### src/rtl/truth_table_probe_pkg.sv
// Shared types and helpers for the truth-table probe.
// Latency: n/a (declarations only).
// Backpressure: n/a.
package tt_probe_pkg;

  // Default circuit width: 3-input gates give an 8-bit code.
  localparam int TT_N_IN   = 3;
  localparam int TT_CODE_W = 1 << TT_N_IN;

  // Sweep controller states; the enum gives readable names, the
  // localparam copies keep plain logic [1:0] comparisons in the FSM.
  typedef enum logic [1:0] {
    IDLE  = 2'd0,
    SWEEP = 2'd1,
    DONE  = 2'd2
  } tt_state_e;

  localparam logic [1:0] ST_IDLE  = IDLE;
  localparam logic [1:0] ST_SWEEP = SWEEP;
  localparam logic [1:0] ST_DONE  = DONE;

  // Row 0 of the truth table lands in the MSB of the code.
  function automatic int code_bit_index(input int idx, input int n_in);
    return (1 << n_in) - 1 - idx;
  endfunction

  function automatic int code_width(input int n_in);
    return 1 << n_in;
  endfunction

endpackage

### src/rtl/truth_table_probe_if.sv
// Bundle between the probe and the harness / circuit under test.
// Latency: n/a (wires only).
// Backpressure: none; start is simply ignored while a sweep runs.
interface truth_table_probe_if
  import tt_probe_pkg::*;
#(
  parameter int N_IN = TT_N_IN
);
  localparam int CODE_W = code_width(N_IN);

  logic              start;
  logic              probe_out;
  logic [CODE_W-1:0] expected_code;
  logic [N_IN-1:0]   probe_in;
  logic              busy;
  logic              done;
  logic [CODE_W-1:0] code;
  logic              code_valid;
  logic              match;
  logic [CODE_W-1:0] mismatch_mask;

  // Harness side: requests sweeps and models the circuit under test.
  modport master (
    output start, probe_out, expected_code,
    input  probe_in, busy, done, code, code_valid, match, mismatch_mask
  );

  // Probe side.
  modport slave (
    input  start, probe_out, expected_code,
    output probe_in, busy, done, code, code_valid, match, mismatch_mask
  );

endinterface

### src/rtl/truth_table_probe_settle_timer.sv
// Settle counter: ticks once every SETTLE_CYCLES enabled cycles.
// Latency: tick is combinational on the terminal count.
// Backpressure: none; clear overrides enable.
module settle_timer #(
  parameter int SETTLE_CYCLES = 4
) (
  input  logic clk,
  input  logic rst,
  input  logic clear,
  input  logic enable,
  output logic tick
);
  localparam int CW = (SETTLE_CYCLES > 1) ? $clog2(SETTLE_CYCLES) : 1;
  localparam logic [CW-1:0] TERM = CW'(SETTLE_CYCLES - 1);

  logic [CW-1:0] cnt;

  assign tick = enable && (cnt == TERM);

  // Count enabled cycles, wrapping to zero on the terminal count.
  always_ff @(posedge clk or posedge rst) begin
    if (rst) begin
      cnt <= '0;
    end else if (clear) begin
      cnt <= '0;
    end else if (enable) begin
      cnt <= tick ? '0 : cnt + CW'(1);
    end
  end

endmodule

### src/rtl/truth_table_probe.sv
// Sweeps all 2**N_IN input vectors of a combinational circuit and builds its truth-table code.
// Latency: start to done = (2**N_IN)*SETTLE_CYCLES cycles; done is a one-cycle pulse.
// Backpressure: none; start is honoured only in IDLE, never queued.
module truth_table_probe
  import tt_probe_pkg::*;
#(
  parameter int N_IN          = TT_N_IN,
  parameter int SETTLE_CYCLES = 4
) (
  input logic               clk,
  input logic               rst,
  truth_table_probe_if.slave bus
);
  localparam int CODE_W = code_width(N_IN);
  localparam logic [N_IN:0] LAST_IDX = (N_IN + 1)'(CODE_W - 1);

  logic [1:0]        state;
  logic [N_IN:0]     index;
  logic [CODE_W-1:0] code_q;
  logic [CODE_W-1:0] exp_q;
  logic              valid_q;
  logic              tick;
  logic [N_IN-1:0]   bit_idx;

  // Code bit that the current vector's sample lands in (row 0 -> MSB).
  assign bit_idx = N_IN'(code_bit_index(int'(index), N_IN));

  settle_timer #(
    .SETTLE_CYCLES(SETTLE_CYCLES)
  ) u_settle (
    .clk    (clk),
    .rst    (rst),
    .clear  (state != ST_SWEEP),
    .enable (state == ST_SWEEP),
    .tick   (tick)
  );

  // Sweep controller: capture on start, sample each vector on its last settle cycle.
  always_ff @(posedge clk or posedge rst) begin
    if (rst) begin
      state   <= ST_IDLE;
      index   <= '0;
      code_q  <= '0;
      exp_q   <= '0;
      valid_q <= 1'b0;
    end else begin
      case (state)
        ST_IDLE: begin
          if (bus.start) begin
            state   <= ST_SWEEP;
            index   <= '0;
            code_q  <= '0;
            exp_q   <= bus.expected_code;
            valid_q <= 1'b0;
          end
        end
        ST_SWEEP: begin
          if (tick) begin
            code_q[bit_idx] <= bus.probe_out;
            if (index == LAST_IDX) begin
              state   <= ST_DONE;
              valid_q <= 1'b1;
            end else begin
              index <= index + 1'b1;
            end
          end
        end
        ST_DONE: begin
          state <= ST_IDLE;
        end
        default: begin
          state <= ST_IDLE;
        end
      endcase
    end
  end

  // Index stays on the last vector through DONE, so probe_in holds all ones there.
  assign bus.probe_in      = (state == ST_IDLE) ? '0 : index[N_IN-1:0];
  assign bus.busy          = (state == ST_SWEEP);
  assign bus.done          = (state == ST_DONE);
  assign bus.code          = code_q;
  assign bus.code_valid    = valid_q;
  assign bus.match         = valid_q && (code_q == exp_q);
  assign bus.mismatch_mask = valid_q ? (code_q ^ exp_q) : '0;

endmodule

### src/flat_wrapper.sv
// flat-port wrapper written by rule: the top's interface ports become plain ports
module truth_table_probe_flat import tt_probe_pkg::*;
#(
  parameter int N_IN          = TT_N_IN,
  parameter int SETTLE_CYCLES = 4
)
  (clk, rst, bus_start, bus_probe_out, bus_expected_code, bus_probe_in, bus_busy, bus_done, bus_code, bus_code_valid, bus_match, bus_mismatch_mask);
  truth_table_probe_if #(.N_IN(N_IN)) bus_i ();
  input logic clk;
  input logic rst;
  input wire logic [$bits(bus_i.start)-1:0] bus_start;
  input wire logic [$bits(bus_i.probe_out)-1:0] bus_probe_out;
  input wire logic [$bits(bus_i.expected_code)-1:0] bus_expected_code;
  output wire logic [$bits(bus_i.probe_in)-1:0] bus_probe_in;
  output wire logic [$bits(bus_i.busy)-1:0] bus_busy;
  output wire logic [$bits(bus_i.done)-1:0] bus_done;
  output wire logic [$bits(bus_i.code)-1:0] bus_code;
  output wire logic [$bits(bus_i.code_valid)-1:0] bus_code_valid;
  output wire logic [$bits(bus_i.match)-1:0] bus_match;
  output wire logic [$bits(bus_i.mismatch_mask)-1:0] bus_mismatch_mask;
  assign bus_i.start = bus_start;
  assign bus_i.probe_out = bus_probe_out;
  assign bus_i.expected_code = bus_expected_code;
  assign bus_probe_in = bus_i.probe_in;
  assign bus_busy = bus_i.busy;
  assign bus_done = bus_i.done;
  assign bus_code = bus_i.code;
  assign bus_code_valid = bus_i.code_valid;
  assign bus_match = bus_i.match;
  assign bus_mismatch_mask = bus_i.mismatch_mask;
  truth_table_probe #(.N_IN(N_IN), .SETTLE_CYCLES(SETTLE_CYCLES)) u_core (.clk(clk), .rst(rst), .bus(bus_i));
endmodule
### config.mk
export PLATFORM = sky130hd
export DESIGN_NAME = truth_table_probe_flat
export DESIGN_NICKNAME = d
export VERILOG_FILES = /design/src/rtl/truth_table_probe_pkg.sv /design/src/rtl/truth_table_probe_if.sv /design/src/rtl/truth_table_probe_settle_timer.sv /design/src/rtl/truth_table_probe.sv /design/src/flat_wrapper.sv
export SDC_FILE = /design/constraint.sdc
export NUM_CORES = 1
export LEC_CHECK = 0
export ABC_CLOCK_PERIOD_IN_PS = 3100
export CELL_PAD_IN_SITES_DETAIL_PLACEMENT = 1
export CELL_PAD_IN_SITES_GLOBAL_PLACEMENT = 1
export CORE_ASPECT_RATIO = 2
export CORE_UTILIZATION = 39
export CTS_BUF_LIST = sky130_fd_sc_hd__clkbuf_8 sky130_fd_sc_hd__clkbuf_16
export DETAILED_ROUTE_END_ITERATION = 12
export PLACE_DENSITY_LB_ADDON = 0.12
export SYNTH_ARGS = -nofsm -noshare
export SYNTH_HDL_FRONTEND = slang
export SYNTH_SLANG_ARGS = --single-unit
### constraint.sdc
create_clock -name clk -period 3.1 [get_ports clk]
set_input_delay 0.31 -clock clk [delete_from_list [all_inputs] [get_ports clk]]
set_output_delay 0.31 -clock clk [all_outputs]
set_load 0.005 [all_outputs]
; Yosys cells after proc, flatten, opt, wreduce, memory -nomap -nowiden
; Cells that the tools add are included.
; W data, S select, Z words.
[op_classes]
magnitude_cmp = 2
bitwise_logic = 1
reduce_logical = 11
add_sub_neg = 3
n_eq_ne = 10
muxes = 23
[ops]
columns = op, n
row1 = $mux W8, 3
row2 = $pmux W8 S2, 1
row3 = $mux W2, 6
row4 = $mux W4, 3
row5 = $bwmux W8, 1
row6 = $eq A8 B8 Y1, 1
row7 = $pmux W4 S2, 1
row8 = $reduce_and A4 Y1, 2
row9 = $xor A8 B8 Y8, 1
row10 = $ne A2 B1 Y1 const B, 3
row11 = $reduce_and A3 Y1, 2
row12 = $add A4 B1 Y4 const B, 1
row13 = $eq A2 B2 Y1 const B, 2
row14 = $eq A4 B3 Y1 const B, 1
row15 = $lt A3 B4 Y1 const B, 1
row16 = $mux W1, 4
row17 = $ne A2 B2 Y1 const B, 2
row18 = $pmux W2 S2, 1
row19 = $reduce_bool A2 Y1, 2
row20 = $demux W1 S3, 1
row21 = $ge A3 B1 Y1 const B, 1
row22 = $logic_and A1 B1 Y1, 3
row23 = $mux W3, 1
row24 = $sub A3 B3 Y3 const A, 1
row25 = 5 further kinds, 5
[word_totals]
wordCells = 56
register_bits = 25
output_inout_bits = 23
input_bits = 12

; Logic depth before layout (Yosys ltp)
[depth]
word_depth = 8
ltp_mapped = 4

; Cells and area by module
; Synthesis repeated with hierarchy kept, for this count alone.
[unflattened]
cells_unflattened = 134
hier_area_um2 = 1391.3
[modules_own_cells]
columns = mod, area_each_um2, cells_per_inst, instances
row1 = truth_table_probe, 1281.2, 124, 1
row2 = settle_timer, 110.1, 10, 1

; Worst setup path before layout
; Ideal clock, no wire load.
[synth_timing]
path_kind = reg2reg
startpoint = register u_core.index[0]
endpoint = register u_core.index[3]
period_less_slack_ps = 1416
required_time_ps = 3017
path_slack_ps = 1684
setup_ps = 83
path_stages_with_launch = 5
path_buffers = 0
arrival_time_ps = 1333
cell_sequence = dfrtp_1 > ha_1 > and3b_2 > or4_1 > o21ai_0
[synth_between]
elab_chain_cells = 4
[synth_rtl]
columns = element, line_no
row1 = start: declaration, truth_table_probe.sv:18  ; logic [N_IN:0] index;
row2 = start signal: assignment, truth_table_probe.sv:64  ; index <= index + 1'b1;
row3 = $add A4 B1 Y4, truth_table_probe.sv:64
row4 = $mux W4, truth_table_probe.sv:60  ; if (index == LAST_IDX) begin
row5 = $mux W4, truth_table_probe.sv:58  ; if (tick) begin
row6 = $pmux W4 S2, truth_table_probe.sv:47  ; case (state)
; Parallel ways exist; a longest one is shown, timed or not. The select of a mux whose other input is x is not followed.
; A chain may end at the register's enable or synchronous reset.

; Final worst setup path
[layout_timing]
startpoint = register u_core.code_q[3] (netlist: u_core.bus.code[3])
endpoint = output port bus_match
[layout_between]
elab_chain_cells = 2
[layout_rtl]
columns = element, line_no
row1 = start: declaration, truth_table_probe.sv:19  ; logic [CODE_W-1:0] code_q;
row2 = start signal: indexed assignment, truth_table_probe.sv:59  ; code_q[bit_idx] <= bus.probe_out;
row3 = $eq A8 B8 Y1, truth_table_probe.sv:84  ; assign bus.match = valid_q && (code_q == exp_q);
row4 = $logic_and A1 B1 Y1, truth_table_probe.sv:84
row5 = end: declaration, flat_wrapper.sv:19  ; output wire logic [$bits(bus_i.match)-1:0] bus_match;
; No other way between the ends.

==> qor.txt <==
largest family of logic cells by synthesized area - simple AND/OR/NAND/NOR gates
Post-CTS Setup Inserts - 0
overall power - 1.614 mW
Register Area - 625.6 sq um
share of cells above drive strength 1 - 9.259%
Die X - 43.78 microns
hold wc startpoint - u_core.u_settle.cnt[0]
setup TNS - 0 ns
Synth Area in Compound Gates - 12.22%
CTS buffer count - 3
CP endpoint kind - primary output
net count after synthesis - 144
area of the mapped netlist - 1361 sq um
RSZ-0062 raised after global routing - false
reg2reg start - u_core.index[0]
min Tclk post-route - 2.222 ns
crit share post-route - 71.68%
Worst-Skew Late Latency - 0.27 ns
Post-Synthesis Cells - 130
Hold Crit Endpoint - u_core.u_settle.cnt[0]
Port Buf Inserts - 34
die height - 85.55 microns
die area - 3745 sq um
normalized max-slew margin - 36.74%
Synth Area in Adders - 1.838%
Max Buffers Root-to-Sink - 2
CTS Sinks - 25
antenna violations before repair - 0
worst r2r path cells - 4
Routed Antenna Nets - 0
Vias/cell - 5.608
I/O pins - 35
total grt overflow - 0
CTS tree - built
worst r2r dst - u_core.index[3]
Non-Filler Instances - 194
max cap viols - 0
Yosys top cell by area - dfrtp_1
PwrDens - 921.2 nW/um^2
reg2reg setup slack - 1.39 ns
Hold-fix buffers, CTS - 0
Detail Placement HPWL - 2563 microns
final net count - 177
clk root buf - clkbuf_8
number of global-route vias before repair - 1142
setup slack after placement - 1.135 ns
failing checks - design-rule violations
count of state elements after synthesis - 25
Crit Path Class - reg2out
final setup violating endpoints - 0
largest net degree at the start of global routing - 26
Synth area leaders - dfrtp_1, mux2_2, a211oi_1
via count - 1088
per-cell routed wire length - 16.66 microns
Pleak - 0.7310 nW
CORE AREA - 3341 sq um
largest fanout on the critical path - 3
Synth cell types - 37
CTS H-tree lvls - 1
fin util - 52.43%
Starting DRT DRC Count - 13
Yosys warnings - 0
worst path required time - 2.79 ns
setup ws final - 0.8778 ns
max-slew violations - 0
# placed instances - 190
Min-Delay Path Class - reg2reg
register area share after synthesis - 45.96%
Max Clk Rate - 0.4500 GHz
CP arrival - 1.91 ns
Initial Util - 40.75%
Setup Skew - 0.001621 ns
Worst VDD drop - 0.4818 mV
clock slew at reported path FFs - 0.09 ns
number of core rows - 30
status - complete, but fails checks
Final GP Congestion - 0.7440
synthesis-to-finish area growth - 28.68%
footprint of the multi-input gates - 650.6 sq um
crit path launch type - flip-flop
share of the synthesized area in the top cell type - 45.96%
post-synthesis simple-gate area fraction - 19.58%
final-report hold violation count - 0
post-CTS sizing - 0
Fillers - 383
Slew @ Worst Pin - 0.9478 ns
Detailed Routing Iterations Pass 1 - 8
global-route wire length before repair - 5540 microns
mux cell area share after synthesis - 9.007%
Synth Area in XOR/XNOR - 5.147%
n_diodes - 0
Hold Path Cell Cnt - 1
# DRC - 4
routed wire length - 3232 microns
Mean Syn Cell Area - 10.47 sq um
Global Route Usage Sum - 19.75%
==> critical path, stage by stage, from the launching register on <==
cell	delay [ns]
dfrtp_1	0.41
xor2_1	0.18
nor4_1	0.33
and4_1	0.23
clkdlybuf4s50_1	0.50
==> worst max-delay path by stage <==
stage                             startpoint               to  slack [ns]  cells after the start
after floorplan              u_core.index[0]  u_core.index[3]        1.68                      4
after global placement    u_core.bus.code[3]        bus_match        1.15                      4
after detailed placement  u_core.bus.code[2]        bus_match        1.14                      4
final                     u_core.bus.code[3]        bus_match        0.88                      4
after global routing      u_core.bus.code[2]        bus_match        0.78                      4
after CTS                 u_core.bus.code[2]        bus_match        0.83                      4
==> Yosys cell counts (all sizes together) <==
library cell	instances
a211oi	10
a21o	1
and2	10
and3b	2
and4	1
buf	4
clkbuf	2
dfrtp	25
ha	2
inv	13
mux2	8
mux2i	2
nand2	6
nand2b	1
nand3	2
nand3b	5
nor2	4
nor2b	3
nor3	3
nor4	1
o21ai	2
o21bai	1
o22ai	5
o2bb2ai	1
o32ai	3
or3	1
or3b	3
or4	1
xnor2	1
xor2	7
==> stage by stage <==
step,hold WS [ns],instance area (sq um)
after floorplan,0.3373,1361
after global placement,0.4254,1705
after detailed placement,0.4348,1705
after CTS,0.4475,1752
after global routing,0.4565,1752
final,0.4459,1752
==> cell type report <==
type	instances	share of cell area [%]
Clock buffer	3	2.357
Clock inverter	1	0.2857
Inverter	13	2.786
Multi-Input combinational cell	86	37.14
Sequential cell	25	35.71
Tap cell	32	2.286
Timing Repair Buffer	34	19.43
==> flip-flops by register name, indices dropped and copies added (netlist names) <==
register and flops:
u_core.exp_q 8, u_core.index 4, u_core.bus.code 8, u_core.bus.code_valid 1, u_core.u_settle.cnt 2, u_core.state 2
==> cells in the final DEF (no fill, tap or decap), types with 5 or more instances in the layout <==
master	n
nand3b_1	5
inv_1	13
mux2_2	7
dfrtp_1	25
and2_1	10
clkdlybuf4s50_1	34
nand2_1	5
a211oi_1	10
xor2_1	7
o22ai_1	5
==> layer usage <==
| metal | vias up | global-route usage, % | part of all wire [%] |
|---|---|---|---|
| met5 | - | 0 | 0 |
| met4 | 0 | 8.523 | 2.1 |
| met1 | 531 | 21.38 | 37 |
| met2 | 34 | 36.50 | 58 |
| met3 | 6 | 2.316 | 3.5 |
| li1 | 517 | - | - |
==> cell families (layout without fill, tap and decap cells) <==
logic type,count (synthesis),count (layout)
buf+inv,19,51
fa+ha+maj,2,2
xor+xnor,8,8
flops,25,25
mux,10,10
compound gates,23,23
simple gates,43,43
==> power by group <==
group | switching (mW) | internal (mW) | total [mW]
clock | 0.106 | 0.0901 | 0.196
combinational | 0.321 | 0.433 | 0.754
sequential | 0.193 | 0.471 | 0.664
No activity file was read; power rests on OpenSTA's default activity.
